## src/rtl/serial_multiply_test1_pkg.sv

```systemverilog
// Shared constants, mode encoding and FSM state type for the serial multiply test block.
package serial_multiply_test1_pkg;

    localparam int unsigned WIDTH  = 4;
    localparam int unsigned TRUNC  = 2;
    localparam int unsigned PROD_W = 2 * WIDTH;
    localparam int unsigned OUT3_W = PROD_W - TRUNC;
    localparam int unsigned STEP_W = $clog2(WIDTH);

    localparam logic [1:0] MODE_UNSIGNED = 2'd0;
    localparam logic [1:0] MODE_SIGNED   = 2'd1;
    localparam logic [1:0] MODE_TRUNC    = 2'd2;
    localparam logic [1:0] MODE_RSVD     = 2'd3;

    typedef enum logic [0:0] {
        ST_IDLE = 1'b0,
        ST_BUSY = 1'b1
    } state_e;

    // Widen an operand to product width, sign- or zero-extending.
    function automatic logic [PROD_W-1:0] extend_operand(input logic [WIDTH-1:0] x,
                                                         input logic             sgn);
        logic [PROD_W-1:0] r;
        if (sgn) begin
            r = {{(PROD_W-WIDTH){x[WIDTH-1]}}, x};
        end else begin
            r = {{(PROD_W-WIDTH){1'b0}}, x};
        end
        return r;
    endfunction

endpackage

```

## src/rtl/serial_multiply_test1_mult_core.sv

```systemverilog
// Shift-add multiplier: one multiplier bit per clock, LSB first; the MSB step
// subtracts in signed mode so the result is exact two's complement.
module serial_mult_core
    import serial_multiply_test1_pkg::*;
(
    input  logic              clk,
    input  logic              reset,
    input  logic              start,
    input  logic              signed_mode,
    input  logic [WIDTH-1:0]  a,
    input  logic [WIDTH-1:0]  b,
    output logic [PROD_W-1:0] product_c,
    output logic              done_c,
    output logic              done,
    output logic              running
);

    localparam logic [STEP_W-1:0] LAST_STEP = STEP_W'(WIDTH - 1);

    state_e              state_q,   state_d;
    logic [PROD_W-1:0]   mcand_q,   mcand_d;
    logic [WIDTH-1:0]    mplier_q,  mplier_d;
    logic [PROD_W-1:0]   acc_q,     acc_d;
    logic [STEP_W-1:0]   step_q,    step_d;
    logic                signed_q,  signed_d;
    logic                done_q,    done_d;
    logic                running_q, running_d;
    logic [PROD_W-1:0]   addend;

    // State and datapath registers.
    always_ff @(posedge clk or posedge reset) begin
        if (reset) begin
            state_q   <= ST_IDLE;
            mcand_q   <= '0;
            mplier_q  <= '0;
            acc_q     <= '0;
            step_q    <= '0;
            signed_q  <= 1'b0;
            done_q    <= 1'b0;
            running_q <= 1'b0;
        end else begin
            state_q   <= state_d;
            mcand_q   <= mcand_d;
            mplier_q  <= mplier_d;
            acc_q     <= acc_d;
            step_q    <= step_d;
            signed_q  <= signed_d;
            done_q    <= done_d;
            running_q <= running_d;
        end
    end

    // Next-state and one shift-add step per BUSY cycle.
    always_comb begin
        state_d  = state_q;
        mcand_d  = mcand_q;
        mplier_d = mplier_q;
        acc_d    = acc_q;
        step_d   = step_q;
        signed_d = signed_q;
        done_d   = 1'b0;
        done_c   = 1'b0;
        addend   = mcand_q << step_q;

        case (state_q)
            ST_IDLE: begin
                if (start) begin
                    mcand_d  = extend_operand(a, signed_mode);
                    mplier_d = b;
                    signed_d = signed_mode;
                    acc_d    = '0;
                    step_d   = '0;
                    state_d  = ST_BUSY;
                end
            end
            ST_BUSY: begin
                if (mplier_q[step_q]) begin
                    // The multiplier MSB carries weight -2^(WIDTH-1) when signed.
                    if (signed_q && (step_q == LAST_STEP)) begin
                        acc_d = acc_q - addend;
                    end else begin
                        acc_d = acc_q + addend;
                    end
                end
                step_d = STEP_W'(step_q + 1'b1);
                if (step_q == LAST_STEP) begin
                    state_d = ST_IDLE;
                    done_d  = 1'b1;
                    done_c  = 1'b1;
                end
            end
            default: begin
                state_d = ST_IDLE;
            end
        endcase

        running_d = (state_d == ST_BUSY);
        product_c = acc_d;
    end

    assign done    = done_q;
    assign running = running_q;

endmodule

```

## src/rtl/serial_multiply_test1.sv

```systemverilog
// Serial multiply test block: three multiply modes sharing one shift-add core
// behind a start/running/done handshake, with per-mode result registers.
module serial_multiply_test1
    import serial_multiply_test1_pkg::*;
(
    input  logic              clk,
    input  logic              reset,
    input  logic [WIDTH-1:0]  a1,
    input  logic [WIDTH-1:0]  b1,
    input  logic [WIDTH-1:0]  a2,
    input  logic [WIDTH-1:0]  b2,
    input  logic [1:0]        seq,
    input  logic              start,
    output logic [PROD_W-1:0] out1,
    output logic [PROD_W-1:0] out2,
    output logic [OUT3_W-1:0] out3,
    output logic              running,
    output logic              done
);

    logic [1:0]        seq_q,  seq_d;
    logic [PROD_W-1:0] out1_q, out1_d;
    logic [PROD_W-1:0] out2_q, out2_d;
    logic [OUT3_W-1:0] out3_q, out3_d;

    logic              core_start_c;
    logic              core_signed_c;
    logic [WIDTH-1:0]  core_a_c;
    logic [WIDTH-1:0]  core_b_c;
    logic [PROD_W-1:0] core_product_c;
    logic              core_done_c;
    logic              core_done;
    logic              core_running;

    // Reserved mode and requests while busy never reach the core.
    assign core_start_c  = start && !core_running && (seq != MODE_RSVD);
    assign core_signed_c = (seq == MODE_SIGNED);
    assign core_a_c      = core_signed_c ? a2 : a1;
    assign core_b_c      = core_signed_c ? b2 : b1;

    serial_mult_core u_core (
        .clk         (clk),
        .reset       (reset),
        .start       (core_start_c),
        .signed_mode (core_signed_c),
        .a           (core_a_c),
        .b           (core_b_c),
        .product_c   (core_product_c),
        .done_c      (core_done_c),
        .done        (core_done),
        .running     (core_running)
    );

    always_ff @(posedge clk or posedge reset) begin
        if (reset) begin
            seq_q  <= MODE_UNSIGNED;
            out1_q <= '0;
            out2_q <= '0;
            out3_q <= '0;
        end else begin
            seq_q  <= seq_d;
            out1_q <= out1_d;
            out2_q <= out2_d;
            out3_q <= out3_d;
        end
    end

    // Latch the mode on accept; route the finished product to its output only.
    always_comb begin
        seq_d  = seq_q;
        out1_d = out1_q;
        out2_d = out2_q;
        out3_d = out3_q;

        if (core_start_c) begin
            seq_d = seq;
        end

        if (core_done_c) begin
            case (seq_q)
                MODE_UNSIGNED: out1_d = core_product_c;
                MODE_SIGNED:   out2_d = core_product_c;
                MODE_TRUNC:    out3_d = core_product_c[PROD_W-1:TRUNC];
                default:       ;
            endcase
        end
    end

    assign out1    = out1_q;
    assign out2    = out2_q;
    assign out3    = out3_q;
    assign running = core_running;
    assign done    = core_done;

endmodule

```

## config.mk

```make
export PLATFORM = sky130hd
export DESIGN_NAME = serial_multiply_test1
export DESIGN_NICKNAME = d
export VERILOG_FILES = /design/src/rtl/serial_multiply_test1_pkg.sv /design/src/rtl/serial_multiply_test1_mult_core.sv /design/src/rtl/serial_multiply_test1.sv
export SDC_FILE = /design/constraint.sdc
export NUM_CORES = 1
export LEC_CHECK = 0
export BUFFER_PORTS_ARGS = -buffer_cell sky130_fd_sc_hd__buf_2
export CORE_ASPECT_RATIO = 0.5
export CORE_UTILIZATION = 30
export DETAILED_ROUTE_END_ITERATION = 6
export HOLD_SLACK_MARGIN = 0.1
export SLEW_MARGIN = 10
export SYNTH_ARGS = -nofsm -noshare
export SYNTH_HDL_FRONTEND = slang
export SYNTH_HIERARCHICAL = 1
export SYNTH_SLANG_ARGS = --single-unit
export TNS_END_PERCENT = 10
```

## constraint.sdc

```tcl
create_clock -name clk -period 4.1 [get_ports clk]
set_input_delay 0.615 -clock clk [delete_from_list [all_inputs] [get_ports clk]]
set_output_delay 0.615 -clock clk [all_outputs]
set_load 0.02 [all_outputs]
```

==> results of run 1 <==
## worst reg2reg max path, cell delays in order, from the launching register on
cell	delay, ns
dfrtp_1	0.69
ha_1	0.30
and2_1	0.30
nand2_1	0.09
o21ai_0	0.08
nand2_1	0.07
a21o_1	0.20
fa_1	0.44
nand2_1	0.09
nand2_1	0.05
a21oi_1	0.24
o21bai_1	0.10
a21oi_1	0.18
xor2_1	0.09
o21ai_0	0.43
mux2_2	0.26
## power groups by stage
| stage | Combinational, mW | Clock [mW] | Sequential, mW |
|---|---|---|---|
| floorplan | 1.17 | 0 | 0.918 |
| global placement | 1.54 | 0 | 0.848 |
| detailed placement | 1.60 | 0 | 0.862 |
| CTS | 1.62 | 0.405 | 0.854 |
| global route | 1.80 | 0.429 | 0.889 |
| finish | 1.60 | 0.397 | 0.852 |
## cells in the final DEF, fill, tap and decap left out, types with 4 or more instances in the layout
master,synthesis,final
dfrtp_1,46,46
buf_2,2,44
mux2_2,39,39
nand2_1,21,21
o21ai_0,14,14
a21oi_1,11,11
nor2_1,11,11
inv_1,8,8
ha_1,8,8
nand3_1,7,7
clkbuf_16,0,5
xnor2_1,5,5
mux2i_1,4,4
xor2_1,4,4
## metal layers
layer	track usage	up-vias	part of all wire
li1	-	889	-
met1	0.167	896	0.47
met2	0.220	45	0.47
met3	0.0282	7	0.042
met4	0.0494	0	0.015
met5	0	-	0
## sequential cells by signal, summed over array words and instances (netlist names)
name and flops:
out1 8, out2 8, u_core/acc_q 8, out3 6, u_core/mcand_q 5, u_core/mplier_q 4
seq_q 2, u_core/step_q 2, u_core/done 1, u_core/running 1, u_core/signed_q 1
## metrics by stage
step	std cells	util	power, mW	instance area [sq um]
2_1_floorplan	226	-	2.08	2530
3_3_place_gp	373	0.353	2.39	2860
3_5_place_dp	373	0.353	2.47	2860
4_1_cts	381	0.371	2.88	3000
5_1_grt	381	0.371	3.11	3000
6_report	381	0.371	2.85	3000
## final cells by class
type | instances | area, sq um
tap | 112 | 140
fill | 786 | 5090
multi-input combinational | 161 | 1300
inverter | 9 | 33.8
clock buffer | 5 | 125
clock inverter | 3 | 18.8
timing repair buffer | 45 | 228
sequential | 46 | 1150
## worst paths after layout
kind | startpoint | end
setup / recovery | u_core/step_q[0] | out3[4]
hold / removal | u_core/mplier_q[0] | u_core/mplier_q[0]
setup reg to reg | u_core/step_q[0] | out3[4]
hold reg to reg | u_core/mplier_q[0] | u_core/mplier_q[0]
max in group asynchronous | reset | out3[2]
min in group asynchronous | reset | u_core/acc_q[0]
## cell families (layout without fill, tap and decap cells)
kind of cell,Yosys count,after routing,synth area share
and+or+nand+nor,56,56,0.112
adders and majority gates,9,9,0.0474
buffers and inverters,19,62,0.0321
muxes,45,45,0.208
DFF,46,46,0.454
xor gates and xnor gates,9,9,0.0311
AOI/OAI and AO/OA,42,42,0.116
==> reports/metrics.cfg, run 1 <==
[clocking]
clk_path_buf_depth=2
numCtsBuffers=5
root_buffer=clkbuf_16
cts.sinks=46
insertion_delay_ns=0.28
ctsResizeCount=0
clk_pin_slew_ns=0.07
postCtsHoldBufs=0
tritoncts=yes
cts_setup_buffers=0
htreeDepth=2

[critical_path]
cp_cell_sequence=ha_1 > and2_1 > nand2_1 > o21ai_0 > nand2_1 > a21o_1 > fa_1 > nand2_1 > nand2_1 > a21oi_1 > o21bai_1 > a21oi_1 > xor2_1 > o21ai_0 > mux2_2
critPathTopFamily=compound AO/OA/AOI/OAI gates
slowest_stage=dfrtp_1
worst-path-max-fanout=18
cpPeakStageDelay_ns=0.69
reg2reg_depth=15
cp-end-kind=flip-flop
crit_cells=15
cp.arrival_ns=3.89
critPathKind=reg2reg
crit_buf_inv=0
cp.required_ns=4.32
cp-start-kind=flip-flop
r2r_slack_ns=0.43
cp_common_cell=nand2_1

[timing]
fin_crit_sh=0.896
hold_violations=0
setup_viol=0
fmax_mhz=272
tightest_slew_ns=1.04
rsz0062_at_grt=no
holdWs_ns=0.504
clock_skew_ns=0.00592
slew_headroom=0.303
tns_ns=0
period_minus_slack_ns=3.67
final_max_slew_viol_count=0
layout_setup_ws_ns=0.426

[final_layout]
syn2layout_area_growth_pct=18.3
nets=298
drive_gt1_frac=0.364
antennaDiodeCount=0

[routing]
drcViolationCount=0
vias=1837
vias_per_cell=4.82
ant_nets=0
first_pass_iters=4
drt_iter0_drc=43
wire_per_inst_um=13.8
wirelength_um=5280

[synthesis]
async_flop_share=1.00
avgSynthCellArea_sq_um=11.2
ys_seq_area_frac=0.454
synth_common_cells=dfrtp_1 (46), mux2_2 (39), nand2_1 (21), o21ai_0 (14)
netlist_area_sq_um=2530
synth_most_common_cell=dfrtp_1
synth_cells=226
synth_edf_count=0
synth_nets=256
synth_top_area_share=0.454
synth_cell_types=42
yosysTopAreaCell=dfrtp_1
ys.flop_type=dfrtp_1
ys.warnings.count=6
synth_area_leaders=dfrtp_1 (45%), mux2_2 (17%), ha_1 (3.9%)
ys_seq_elements=46

[floorplan]
chipWidth_um=132
die-area_sq_um=8840
ioPinCount=45
die_h_um=67
num_rows=23
start_util=0.313
core-area_sq_um=8090

[place]
dpl.hpwl_um=3960
place.gp.congestion=0.792
port_buffers=44
pre_cts_ws_ns=0.478

[global_routing]
antenna_found_initial=0
grt_max_degree=25
grt_pass1_wl_um=9030
grt_usage=0.131
grt_pass1_vias=1840
grt-ovfl-total=0

[power]
power_switching_mw=1.24
switching_share=0.436
total_leakage_power_nw=1.35
p_comb_frac=0.562
power_frac_clock=0.139
ir_drop_v=0.000303
internal_power_mw=1.61
sequentialPowerShare=0.299
cellPowerDensity_nw_per_um2=951

[flow_run]
cap_viol_max_count=0

[outcome]
status=finished, final reports clean

[worst_hold_path]
hold_path.class=reg2reg
whs_path_depth=1

No activity file was read; power rests on OpenSTA's default activity.
==> inputs of run 2 (changes only) <==
--- a/config.mk
+++ b/config.mk
@@ -10,6 +10,7 @@
 export CORE_UTILIZATION = 30
 export DETAILED_ROUTE_END_ITERATION = 6
 export HOLD_SLACK_MARGIN = 0.1
+export MAX_ROUTING_LAYER = met4
 export SLEW_MARGIN = 10
 export SYNTH_ARGS = -nofsm -noshare
 export SYNTH_HDL_FRONTEND = slang
==> reports/metrics.cfg, run 2 (synthesis gave the netlist of run 1 again) <==
[routing]
vias_per_cell=4.79
first_pass_iters=4
drt_iter0_drc=50
ant_nets=0
wire_per_inst_um=13.8
vias=1826
drcViolationCount=0
wirelength_um=5260

[critical_path]
slowest_stage=dfrtp_1
crit_buf_inv=0
cp-end-kind=flip-flop
cpPeakStageDelay_ns=0.70
r2r-end=out3[4]
critPathTopFamily=compound AO/OA/AOI/OAI gates
worst-path-max-fanout=18
r2r-start=u_core/step_q[0]
cp-start-kind=flip-flop
cp_common_cell=nand2_1
critPathKind=reg2reg
cp.required_ns=4.32
cp.arrival_ns=3.90
reg2reg_depth=15
r2r_slack_ns=0.42
cp_cell_sequence=ha_1 > and2_1 > nand2_1 > o21ai_0 > nand2_1 > a21o_1 > fa_1 > nand2_1 > nand2_1 > a21oi_1 > o21bai_1 > a21oi_1 > xor2_1 > o21ai_0 > mux2_2

[place]
place.gp.congestion=0.803
dpl_cell_area_sq_um=2860
port_buffers=44
pre_cts_ws_ns=0.478
dp.cells=373
dpl.hpwl_um=3960

[final_layout]
fin_area_sq_um=3000
nets=298
antennaDiodeCount=0
mostFrequentLayoutCells=dfrtp_1 (46), buf_2 (44), mux2_2 (39)
syn2layout_area_growth_pct=18.3
final_cell_count_no_fill=381
drive_gt1_frac=0.364
layout_commonest_cell=dfrtp_1
final_util=0.371

[floorplan]
num_rows=23
ioPinCount=45
chipWidth_um=132
die-area_sq_um=8840
start_util=0.313
die_h_um=67
core-area_sq_um=8090

[timing]
period_minus_slack_ns=3.68
clock_skew_ns=0.00745
fmax_mhz=272
fin_crit_sh=0.896
layout_setup_ws_ns=0.425
setup_viol=0
tightest_slew_ns=1.04
slew_headroom=0.304
hold_violations=0
final_max_slew_viol_count=0
tns_ns=0
rsz0062_at_grt=no
holdWs_ns=0.504

[global_routing]
grt_pass1_wl_um=9020
antenna_found_initial=0
grt-ovfl-total=0
grt_pass1_vias=1844
grt_max_degree=25
grt_usage=0.135

[clocking]
root_buffer=clkbuf_16
clk_path_buf_depth=2
clk_pin_slew_ns=0.07
cts_setup_buffers=0
cts.sinks=46
ctsResizeCount=0
htreeDepth=2
numCtsBuffers=5
tritoncts=yes
postCtsHoldBufs=0
insertion_delay_ns=0.28

[worst_hold_path]
hold_start=u_core/mplier_q[0]
min_to=u_core/mplier_q[0]
whs_path_depth=1
hold_path.class=reg2reg

[power]
total_leakage_power_nw=1.35
p_comb_frac=0.563
internal_power_mw=1.61
sequentialPowerShare=0.298
power_switching_mw=1.25
power_frac_clock=0.139
cellPowerDensity_nw_per_um2=952
ir_drop_v=0.000304
finalPower_mw=2.86
switching_share=0.437

[flow_run]
cap_viol_max_count=0

[outcome]
status=finished, final reports clean

[run 2: cell counts in the layout (fill, tap and decap cells not counted)]
Identical to the previous run, type by type.
[run 2: worst register-to-register path: stages, from the launching register on]
cell,delay (ns)
dfrtp_1,0.70
ha_1,0.30
and2_1,0.29
nand2_1,0.09
o21ai_0,0.08
nand2_1,0.08
a21o_1,0.20
fa_1,0.44
nand2_1,0.09
nand2_1,0.05
a21oi_1,0.24
o21bai_1,0.10
a21oi_1,0.18
xor2_1,0.09
o21ai_0,0.43
mux2_2,0.26
[run 2: final cells by class]
cell class	count	area, sq um
Clock inverter	3	18.8
Fill cell	786	5090
Timing Repair Buffer	45	228
Multi-Input combinational cell	161	1300
Sequential cell	46	1150
Clock buffer	5	125
Inverter	9	33.8
Tap cell	112	140
[run 2: per-layer routing]
| metal | wire [um] | up-vias | global-route usage | share of wire |
|---|---|---|---|---|
| met2 | 2440 | 39 | 0.220 | 0.46 |
| met4 | 88 | 0 | 0.0494 | 0.017 |
| met3 | 181 | 9 | 0.0266 | 0.034 |
| li1 | - | 889 | - | - |
| met1 | 2550 | 889 | 0.168 | 0.48 |
| met5 | 0 | - | - | 0 |
[run 2: worst max path at each step]
stage                           from      end  slack [ns]  depth (start not counted)
finish              u_core/step_q[0]  out3[4]        0.42                         15
global route        u_core/step_q[0]  out3[4]        0.02                         15
CTS                 u_core/step_q[0]  out1[7]        0.44                         15
global placement    u_core/step_q[0]  out1[7]        0.61                         15
floorplan           u_core/step_q[0]  out1[7]        0.99                         14
detailed placement  u_core/step_q[0]  out1[7]        0.48                         15
[run 2: power by group through the flow]
stage	sequential [mW]	clock (mW)	combinational (mW)
after floorplan	0.918	0	1.17
after global placement	0.848	0	1.54
after detailed placement	0.862	0	1.60
after CTS	0.854	0.405	1.62
after global routing	0.889	0.429	1.80
final	0.851	0.397	1.61
